### src/rtl/task_map_pkg.sv
// Shared types and default sizes for the task-graph feeder, the mapper and their benches.
// No logic, so no latency.
// No flow control lives here.
package task_map_pkg;

   localparam int NUM_V_DFLT = 4;
   localparam int W_W_DFLT   = 32;
   localparam int IDX_W_DFLT = (NUM_V_DFLT > 1) ? $clog2(NUM_V_DFLT) : 1;
   localparam int APP_W_DFLT = 8;

   typedef logic [W_W_DFLT-1:0] weight_t;

   typedef enum logic [1:0] {
      IDLE = 2'd0,
      EMIT = 2'd1,
      END  = 2'd2,
      GAP  = 2'd3
   } strm_state_t;

   // Index width for a given vertex count; a single vertex still needs one bit.
   function automatic int idx_width(input int n);
      return (n > 1) ? $clog2(n) : 1;
   endfunction

endpackage

### src/rtl/task_graph_mem.sv
// NUM_V x NUM_V edge-weight store with one config write port and one combinational read port.
// The read is combinational; a write is visible on the read port after the clock edge that commits it.
// No backpressure: a write whose row or column index is out of range is dropped.
module task_graph_mem
   import task_map_pkg::*;
#(
   parameter int NUM_V = NUM_V_DFLT,
   parameter int W_W   = W_W_DFLT,
   parameter int IDX_W = idx_width(NUM_V)
) (
   input  logic             clk,
   input  logic             rst_b,
   input  logic             we_i,
   input  logic [IDX_W-1:0] wrow_i,
   input  logic [IDX_W-1:0] wcol_i,
   input  logic [W_W-1:0]   wdata_i,
   input  logic [IDX_W-1:0] rrow_i,
   input  logic [IDX_W-1:0] rcol_i,
   output logic [W_W-1:0]   rdata_o
);

   logic [W_W-1:0] mem_q [NUM_V][NUM_V];
   logic           wr_ok;

   // Indices past the last vertex address nothing, so those writes are discarded.
   assign wr_ok = we_i && (int'(wrow_i) < NUM_V) && (int'(wcol_i) < NUM_V);

   // Storage: cleared by reset, otherwise updated only by accepted config writes.
   always_ff @(posedge clk or negedge rst_b) begin
      if (!rst_b) begin
         for (int r = 0; r < NUM_V; r++) begin
            for (int c = 0; c < NUM_V; c++) begin
               mem_q[r][c] <= '0;
            end
         end
      end else if (wr_ok) begin
         mem_q[wrow_i][wcol_i] <= wdata_i;
      end
   end

   assign rdata_o = mem_q[rrow_i][rcol_i];

endmodule

### src/rtl/task_graph_streamer.sv
// Streams the stored task graph row-major to task_mapper, repeated num_apps times back to back.
// Entry (0,0) appears one cycle after the start edge; each entry is held 2 cycles; a pass is 2*NUM_V^2+2 cycles.
// No backpressure: the mapper follows the fixed cadence; start and cfg_we are ignored while busy.
module task_graph_streamer
   import task_map_pkg::*;
#(
   parameter int NUM_V = NUM_V_DFLT,
   parameter int W_W   = W_W_DFLT,
   parameter int IDX_W = idx_width(NUM_V),
   parameter int APP_W = APP_W_DFLT
) (
   input  logic             clk,
   input  logic             rst_b,
   input  logic             cfg_we,
   input  logic [IDX_W-1:0] cfg_row,
   input  logic [IDX_W-1:0] cfg_col,
   input  logic [W_W-1:0]   cfg_wdata,
   input  logic [APP_W-1:0] num_apps,
   input  logic             start,
   output logic             busy,
   output logic             done,
   output logic [W_W-1:0]   task_array,
   output logic             root_task,
   output logic [IDX_W-1:0] row,
   output logic [IDX_W-1:0] col,
   output logic             app_end
);

   localparam logic [IDX_W-1:0] LAST_IDX = IDX_W'(NUM_V - 1);

   // FSM and walk state
   strm_state_t      state_q, state_d;
   logic             phase_q, phase_d;
   logic [IDX_W-1:0] row_q, row_d;
   logic [IDX_W-1:0] col_q, col_d;
   logic [APP_W-1:0] pass_q, pass_d;
   logic [APP_W-1:0] apps_q, apps_d;
   logic             root_seen_q, root_seen_d;

   // Output registers
   logic             busy_q, busy_d;
   logic             done_q, done_d;
   logic [W_W-1:0]   task_q, task_d;
   logic             root_q, root_d;
   logic [IDX_W-1:0] orow_q, orow_d;
   logic [IDX_W-1:0] ocol_q, ocol_d;
   logic             app_end_q, app_end_d;

   logic [W_W-1:0]   rd_w;
   logic             mem_we;
   logic             start_ok;
   logic             last_entry;
   logic             last_pass;
   logic             is_root;

   // The matrix may only change while idle, so a pass always sees one consistent graph.
   assign mem_we = cfg_we && (state_q == IDLE);

   task_graph_mem #(
      .NUM_V (NUM_V),
      .W_W   (W_W),
      .IDX_W (IDX_W)
   ) u_mem (
      .clk     (clk),
      .rst_b   (rst_b),
      .we_i    (mem_we),
      .wrow_i  (cfg_row),
      .wcol_i  (cfg_col),
      .wdata_i (cfg_wdata),
      .rrow_i  (row_q),
      .rcol_i  (col_q),
      .rdata_o (rd_w)
   );

   assign start_ok   = start && (num_apps != '0);
   assign last_entry = phase_q && (row_q == LAST_IDX) && (col_q == LAST_IDX);
   // Compare one bit wider so an all-ones repeat count cannot wrap.
   assign last_pass  = (({1'b0, pass_q} + (APP_W+1)'(1)) == {1'b0, apps_q});
   // Root is the first non-zero weight met in the current pass.
   assign is_root    = !root_seen_q && (rd_w != '0);

   // State register.
   always_ff @(posedge clk or negedge rst_b) begin
      if (!rst_b) begin
         state_q <= IDLE;
      end else begin
         state_q <= state_d;
      end
   end

   // Next-state logic: one pass is EMIT over every entry, then END, then GAP.
   always_comb begin
      state_d = state_q;
      unique case (state_q)
         IDLE: if (start_ok)   state_d = EMIT;
         EMIT: if (last_entry) state_d = END;
         END:                  state_d = GAP;
         GAP:  state_d = last_pass ? IDLE : EMIT;
         default:              state_d = IDLE;
      endcase
   end

   // Walk counters: entry phase, row/col position, pass count and root tracking.
   always_comb begin
      phase_d     = phase_q;
      row_d       = row_q;
      col_d       = col_q;
      pass_d      = pass_q;
      apps_d      = apps_q;
      root_seen_d = root_seen_q;
      unique case (state_q)
         IDLE: begin
            if (start_ok) begin
               apps_d      = num_apps;
               pass_d      = '0;
               phase_d     = 1'b0;
               row_d       = '0;
               col_d       = '0;
               root_seen_d = 1'b0;
            end
         end
         EMIT: begin
            phase_d = ~phase_q;
            if (!phase_q && is_root) begin
               root_seen_d = 1'b1;
            end
            if (phase_q) begin
               if (col_q == LAST_IDX) begin
                  col_d = '0;
                  row_d = (row_q == LAST_IDX) ? '0 : row_q + IDX_W'(1);
               end else begin
                  col_d = col_q + IDX_W'(1);
               end
            end
         end
         END: begin
         end
         GAP: begin
            pass_d      = pass_q + APP_W'(1);
            root_seen_d = 1'b0;
         end
         default: begin
         end
      endcase
   end

   // Output logic: registered outputs trail the walk state by one cycle.
   always_comb begin
      busy_d    = (state_d != IDLE);
      done_d    = 1'b0;
      task_d    = '0;
      root_d    = 1'b0;
      orow_d    = orow_q;
      ocol_d    = ocol_q;
      app_end_d = 1'b0;
      unique case (state_q)
         IDLE: begin
         end
         EMIT: begin
            task_d = rd_w;
            orow_d = row_q;
            ocol_d = col_q;
            // The second cycle of an entry repeats the root flag of its first cycle.
            root_d = phase_q ? root_q : is_root;
         end
         END: begin
            app_end_d = 1'b1;
         end
         GAP: begin
            done_d = last_pass;
         end
         default: begin
         end
      endcase
   end

   // Walk and output registers; reset aborts a stream without any end marker.
   always_ff @(posedge clk or negedge rst_b) begin
      if (!rst_b) begin
         phase_q     <= 1'b0;
         row_q       <= '0;
         col_q       <= '0;
         pass_q      <= '0;
         apps_q      <= '0;
         root_seen_q <= 1'b0;
         busy_q      <= 1'b0;
         done_q      <= 1'b0;
         task_q      <= '0;
         root_q      <= 1'b0;
         orow_q      <= '0;
         ocol_q      <= '0;
         app_end_q   <= 1'b0;
      end else begin
         phase_q     <= phase_d;
         row_q       <= row_d;
         col_q       <= col_d;
         pass_q      <= pass_d;
         apps_q      <= apps_d;
         root_seen_q <= root_seen_d;
         busy_q      <= busy_d;
         done_q      <= done_d;
         task_q      <= task_d;
         root_q      <= root_d;
         orow_q      <= orow_d;
         ocol_q      <= ocol_d;
         app_end_q   <= app_end_d;
      end
   end

   assign busy       = busy_q;
   assign done       = done_q;
   assign task_array = task_q;
   assign root_task  = root_q;
   assign row        = orow_q;
   assign col        = ocol_q;
   assign app_end    = app_end_q;

endmodule

### config.mk
export PLATFORM = sky130hd
export DESIGN_NAME = task_graph_streamer
export DESIGN_NICKNAME = d
export VERILOG_FILES = /design/src/rtl/task_map_pkg.sv /design/src/rtl/task_graph_mem.sv /design/src/rtl/task_graph_streamer.sv
export SDC_FILE = /design/constraint.sdc
export NUM_CORES = 1
export LEC_CHECK = 0
export CORE_UTILIZATION = 46
export CTS_BUF_LIST = sky130_fd_sc_hd__clkbuf_2 sky130_fd_sc_hd__clkbuf_4 sky130_fd_sc_hd__clkbuf_8
export DETAILED_ROUTE_END_ITERATION = 6
export PLACE_DENSITY = 0.73
export SYNTH_ARGS = -nofsm -noshare
export SYNTH_HDL_FRONTEND = slang
export SYNTH_HIERARCHICAL = 1
export SYNTH_SLANG_ARGS = --single-unit
### constraint.sdc
create_clock -name clk -period 2.5 [get_ports clk]
set_input_delay 0.625 -clock clk [delete_from_list [all_inputs] [get_ports clk]]
set_output_delay 0.625 -clock clk [all_outputs]
set_load 0.1 [all_outputs]
==> Implementation_results.wiki <==
{| class="wikitable"
! Metric !! Value
|-
| Outcome || complete, but fails checks
|-
| Violations in the final reports || setup timing
|-
| Required time reported for the critical path endpoint || 3.02 ns
|-
| Growth of design area from synthesis to finish || 20.7%
|-
| I/O Pins || 88
|-
| Number of filler cells placed in the layout || 4208
|-
| Peak fanout along the critical path || 7
|-
| Synth Area in Simple Gates || 3.27%
|-
| Post-Route Setup TNS || -0.938 ns
|-
| Worst R2R Path Depth || 10
|-
| Wire length of the first global-routing pass || 99100 microns
|-
| Top cell type by total area after synthesis || sky130_fd_sc_hd__dfrtp_1
|-
| Via count of the routed design || 15200
|-
| Final Cycle Share || 119%
|-
| Maximum number of buffers from clock root to sink || 3
|-
| Power per cell area || 750 mW/mm^2
|-
| Area share of fa/ha/maj cells after synthesis || 0.148%
|-
| Avg Cell Area, Syn || 15.5 sq um
|-
| Peak supply drop || 0.412 mV
|-
| Antenna violations before repair || 8
|-
| Share of layout cells above drive strength 1 || 55.3%
|-
| Residual overflow from global routing || 0
|-
| Type of the worst min-delay path || reg2reg
|-
| Count of buffers from port buffering || 87
|-
| Distinct cell type count of the synthesized netlist || 40
|-
| Final number of hold-violating endpoints || 0
|-
| Class of the most critical setup path || reg2reg
|-
| Fin Clk Skew || 0.0164 ns
|-
| Share of the yosys chip area belonging to registers || 56.7%
|-
| Final cell utilization of the core || 56.6%
|-
| GRT Resource Usage Total || 23.2%
|-
| Drt wl/cell || 24.2 microns
|-
| Number of warnings reported in the yosys synthesis log || 6
|-
| Detailed-route vias per instance || 5.84
|-
| Number of synthesized flops with an enable pin || 0
|-
| Final period demand of the worst path || 2.98 ns
|-
| Final wirelength || 63100 microns
|-
| Effective utilization at floorplan || 46.9%
|-
| Residual DRC || 0
|-
| Detailed Route Iter0 Violations || 1034
|-
| Data arrival time of the worst path || 3.50 ns
|-
| Gpl congestion || 0.815
|-
| Launch point of the worst reg-to-reg path || row_q[0]$_DFFE_PN0P_
|-
| Xor/xnor share of the synthesized area || 0.413%
|-
| Post-Synthesis Cells || 1637
|-
| Most frequent cells in the layout || sky130_fd_sc_hd__dfrtp_1, sky130_fd_sc_hd__mux2_2, sky130_fd_sc_hd__buf_4, sky130_fd_sc_hd__mux4_2, sky130_fd_sc_hd__clkbuf_8
|-
| Number of cells on the worst hold path || 1
|-
| Most frequent standard cell in the layout excluding fill and tap cells || sky130_fd_sc_hd__dfrtp_1
|-
| Kind of start point of the critical path || flip-flop
|-
| Max-Cap Viols || 0
|-
| Share of the synthesized area in the top cell type || 56.7%
|-
| Die outline area || 0.0562 sq mm
|-
| Clk_lat worst skew || 0.67 ns
|-
| Pins over their slew limit || 0
|-
| Half-perimeter wire length after detailed placement || 38900 microns
|-
| Area of all placed cells without fillers || 0.0307 sq mm
|-
| Number of standard-cell rows in the floorplan || 85
|-
| Yosys reg bits || 576
|-
| Vias in the first global route || 16600
|-
| Clock net sink count || 576
|-
| Horiz. Die Dim || 237 microns
|-
| Pin count of the biggest net entering global routing || 79
|-
| Max-slew headroom at the worst pin || 57.3%
|-
| Critical Path Source || row_q[0]$_DFFE_PN0P_
|-
| Number of nets with antenna violations after detailed routing || 0
|-
| Number of cells in the finished layout apart from fillers || 2609
|-
| Post-route setup slack || -0.480 ns
|-
| Post-synthesis compound-gate area fraction || 2.63%
|-
| Leakage power total || 15.0 nW
|-
| Count of TritonRoute iterations in the first routing pass || 4
|-
| Post-place instance area || 0.0282 sq mm
|-
| Fmax || 0.336 GHz
|-
| Post-synth net total || 1688
|-
| Hold Crit Start || u_mem/mem_q[78]$_DFFE_PN0P_
|-
| Reg clk slew, reported paths || 0.07 ns
|-
| Dominant combinational cell family by area after synthesis || multiplexers
|-
| Number of placed cells counting well taps || 2421
|-
| Height of the die || 237 microns
|-
| Setup Viol. Count Final || 3
|-
| Cell Area, Synth || 0.0254 sq mm
|-
| Slew at the pin with the worst max-slew slack || 0.639 ns
|-
| Worst Setup End Kind || flip-flop
|-
| Dominant synthesized flop cell || sky130_fd_sc_hd__dfrtp_1
|-
| Clock tree from TritonCTS || yes
|-
| Clock root buffer || sky130_fd_sc_hd__clkbuf_8
|-
| Async set-or-reset flop fraction in the synthesized netlist || 100%
|-
| Largest cells by area after synthesis || sky130_fd_sc_hd__dfrtp_1, sky130_fd_sc_hd__mux2_2, sky130_fd_sc_hd__mux4_2, sky130_fd_sc_hd__a22oi_1, sky130_fd_sc_hd__buf_2
|-
| Inserted Clock Buffers || 92
|-
| Final layout net count || 1894
|-
| RSZ-0062 raised after global routing || yes
|-
| Share of synthesized area spent on multiplexers || 34.4%
|-
| H-tree levels || 3
|-
| Placeable core region || 0.0542 sq mm
|}
==> registers in the layout, summed over array words and instances (netlist names) <==
| signal | cells |
|---|---|
| row | 2 |
| col | 2 |
| phase_q | 1 |
| root_seen_q | 1 |
| app_end | 1 |
| pass_q | 8 |
| busy | 1 |
| col_q | 2 |
| done | 1 |
| u_mem/mem_q | 512 |
| state_q | 2 |
| root_task | 1 |
| task_array | 32 |
| apps_q | 8 |
| row_q | 2 |
==> final timing paths <==
kind / end / slack [ns]
worst max-delay path: root_task$_DFFE_PN0P_ / -0.48
worst min-delay path: u_mem/mem_q[78]$_DFFE_PN0P_ / 0.48
worst max register to register: root_task$_DFFE_PN0P_ / -0.48
worst min register to register: u_mem/mem_q[78]$_DFFE_PN0P_ / 0.48
max in group asynchronous: task_array[17]$_DFF_PN0_ / 1.16
min in group asynchronous: u_mem/mem_q[487]$_DFFE_PN0P_ / 0.51
==> synth_stat cells (4+ instances only) <==
| library cell | n |
|---|---|
| sky130_fd_sc_hd__nand4_1 | 4 |
| sky130_fd_sc_hd__o21ai_0 | 11 |
| sky130_fd_sc_hd__dfrtp_1 | 576 |
| sky130_fd_sc_hd__nand3b_1 | 4 |
| sky130_fd_sc_hd__buf_2 | 62 |
| sky130_fd_sc_hd__nor2_1 | 18 |
| sky130_fd_sc_hd__mux2_1 | 11 |
| sky130_fd_sc_hd__mux2_2 | 510 |
| sky130_fd_sc_hd__xnor2_1 | 9 |
| sky130_fd_sc_hd__and2_1 | 37 |
| sky130_fd_sc_hd__clkbuf_1 | 77 |
| sky130_fd_sc_hd__nand3_1 | 12 |
| sky130_fd_sc_hd__nor4_1 | 10 |
| sky130_fd_sc_hd__nand2_1 | 63 |
| sky130_fd_sc_hd__mux4_2 | 128 |
| sky130_fd_sc_hd__a22oi_1 | 64 |
| sky130_fd_sc_hd__nor2b_1 | 4 |
==> area by class of cell <==
class / instances / area [sq um] / area share [%]
Clock inverter: 18 / 179 / 0.583
Tap cell: 696 / 871 / 2.84
Multi-Input combinational cell: 918 / 10600 / 34.7
Antenna cell: 3 / 7.51 / 0.0245
Inverter: 2 / 7.51 / 0.0245
Clock buffer: 143 / 1790 / 5.82
Timing Repair Buffer: 253 / 2780 / 9.04
Sequential cell: 576 / 14400 / 47.0
==> logic make-up after synthesis <==
group | Yosys count
muxes | 649
DFF | 576
AOI/OAI and AO/OA | 90
and+or+nand+nor | 164
xor gates and xnor gates | 12
adders and majority gates | 3
buffers and inverters | 143
==> layer usage <==
| metal | GRT usage, % | vias up | wire [microns] |
|---|---|---|---|
| met1 | 32.8 | 8219 | 28000 |
| li1 | - | 6470 | - |
| met2 | 36.3 | 441 | 30000 |
| met5 | 0 | - | 57 |
| met3 | 4.56 | 108 | 3620 |
| met4 | 7.68 | 8 | 1390 |
==> per-stage QoR <==
step                power (W)  hold WS, ns  worst slack, ns
finish                 0.0230        0.482           -0.480
CTS                    0.0232        0.483           -0.457
global route           0.0239        0.501           -0.629
detailed placement     0.0141        0.471           -0.815
global placement       0.0140        0.463           -0.785
floorplan              0.0122        0.329           0.0493
==> worst max-delay path, cell delays in order, from the launching register on <==
cell,delay [ns]
sky130_fd_sc_hd__dfrtp_4,0.44
sky130_fd_sc_hd__buf_4,0.16
sky130_fd_sc_hd__buf_4,0.16
sky130_fd_sc_hd__bufbuf_16,0.28
sky130_fd_sc_hd__mux4_2,0.50
sky130_fd_sc_hd__a22oi_2,0.19
sky130_fd_sc_hd__nand2_1,0.13
sky130_fd_sc_hd__nor4_2,0.25
sky130_fd_sc_hd__nand4_1,0.29
sky130_fd_sc_hd__o211ai_1,0.31
sky130_fd_sc_hd__a31oi_1,0.12
==> report_power, final <==
group | internal, W | switching, W
registers | 0.00953 | 0.000187
logic | 0.00210 | 0.00271
clock network | 0.00484 | 0.00366
==> what timing repair did <==
| item | CTS | global route |
|---|---|---|
| pin swaps | 15 | 14 |
| gates cloned | 5 | 0 |
| setup endpoints to repair | 2 | 3 |
| gates resized for setup | 26 | 9 |
| buffers inserted | 18 | 1 |
| hold buffers | 1 | 0 |
| endpoints found under the hold margin | 34 | 0 |
Power figures use the tool's default switching activity.
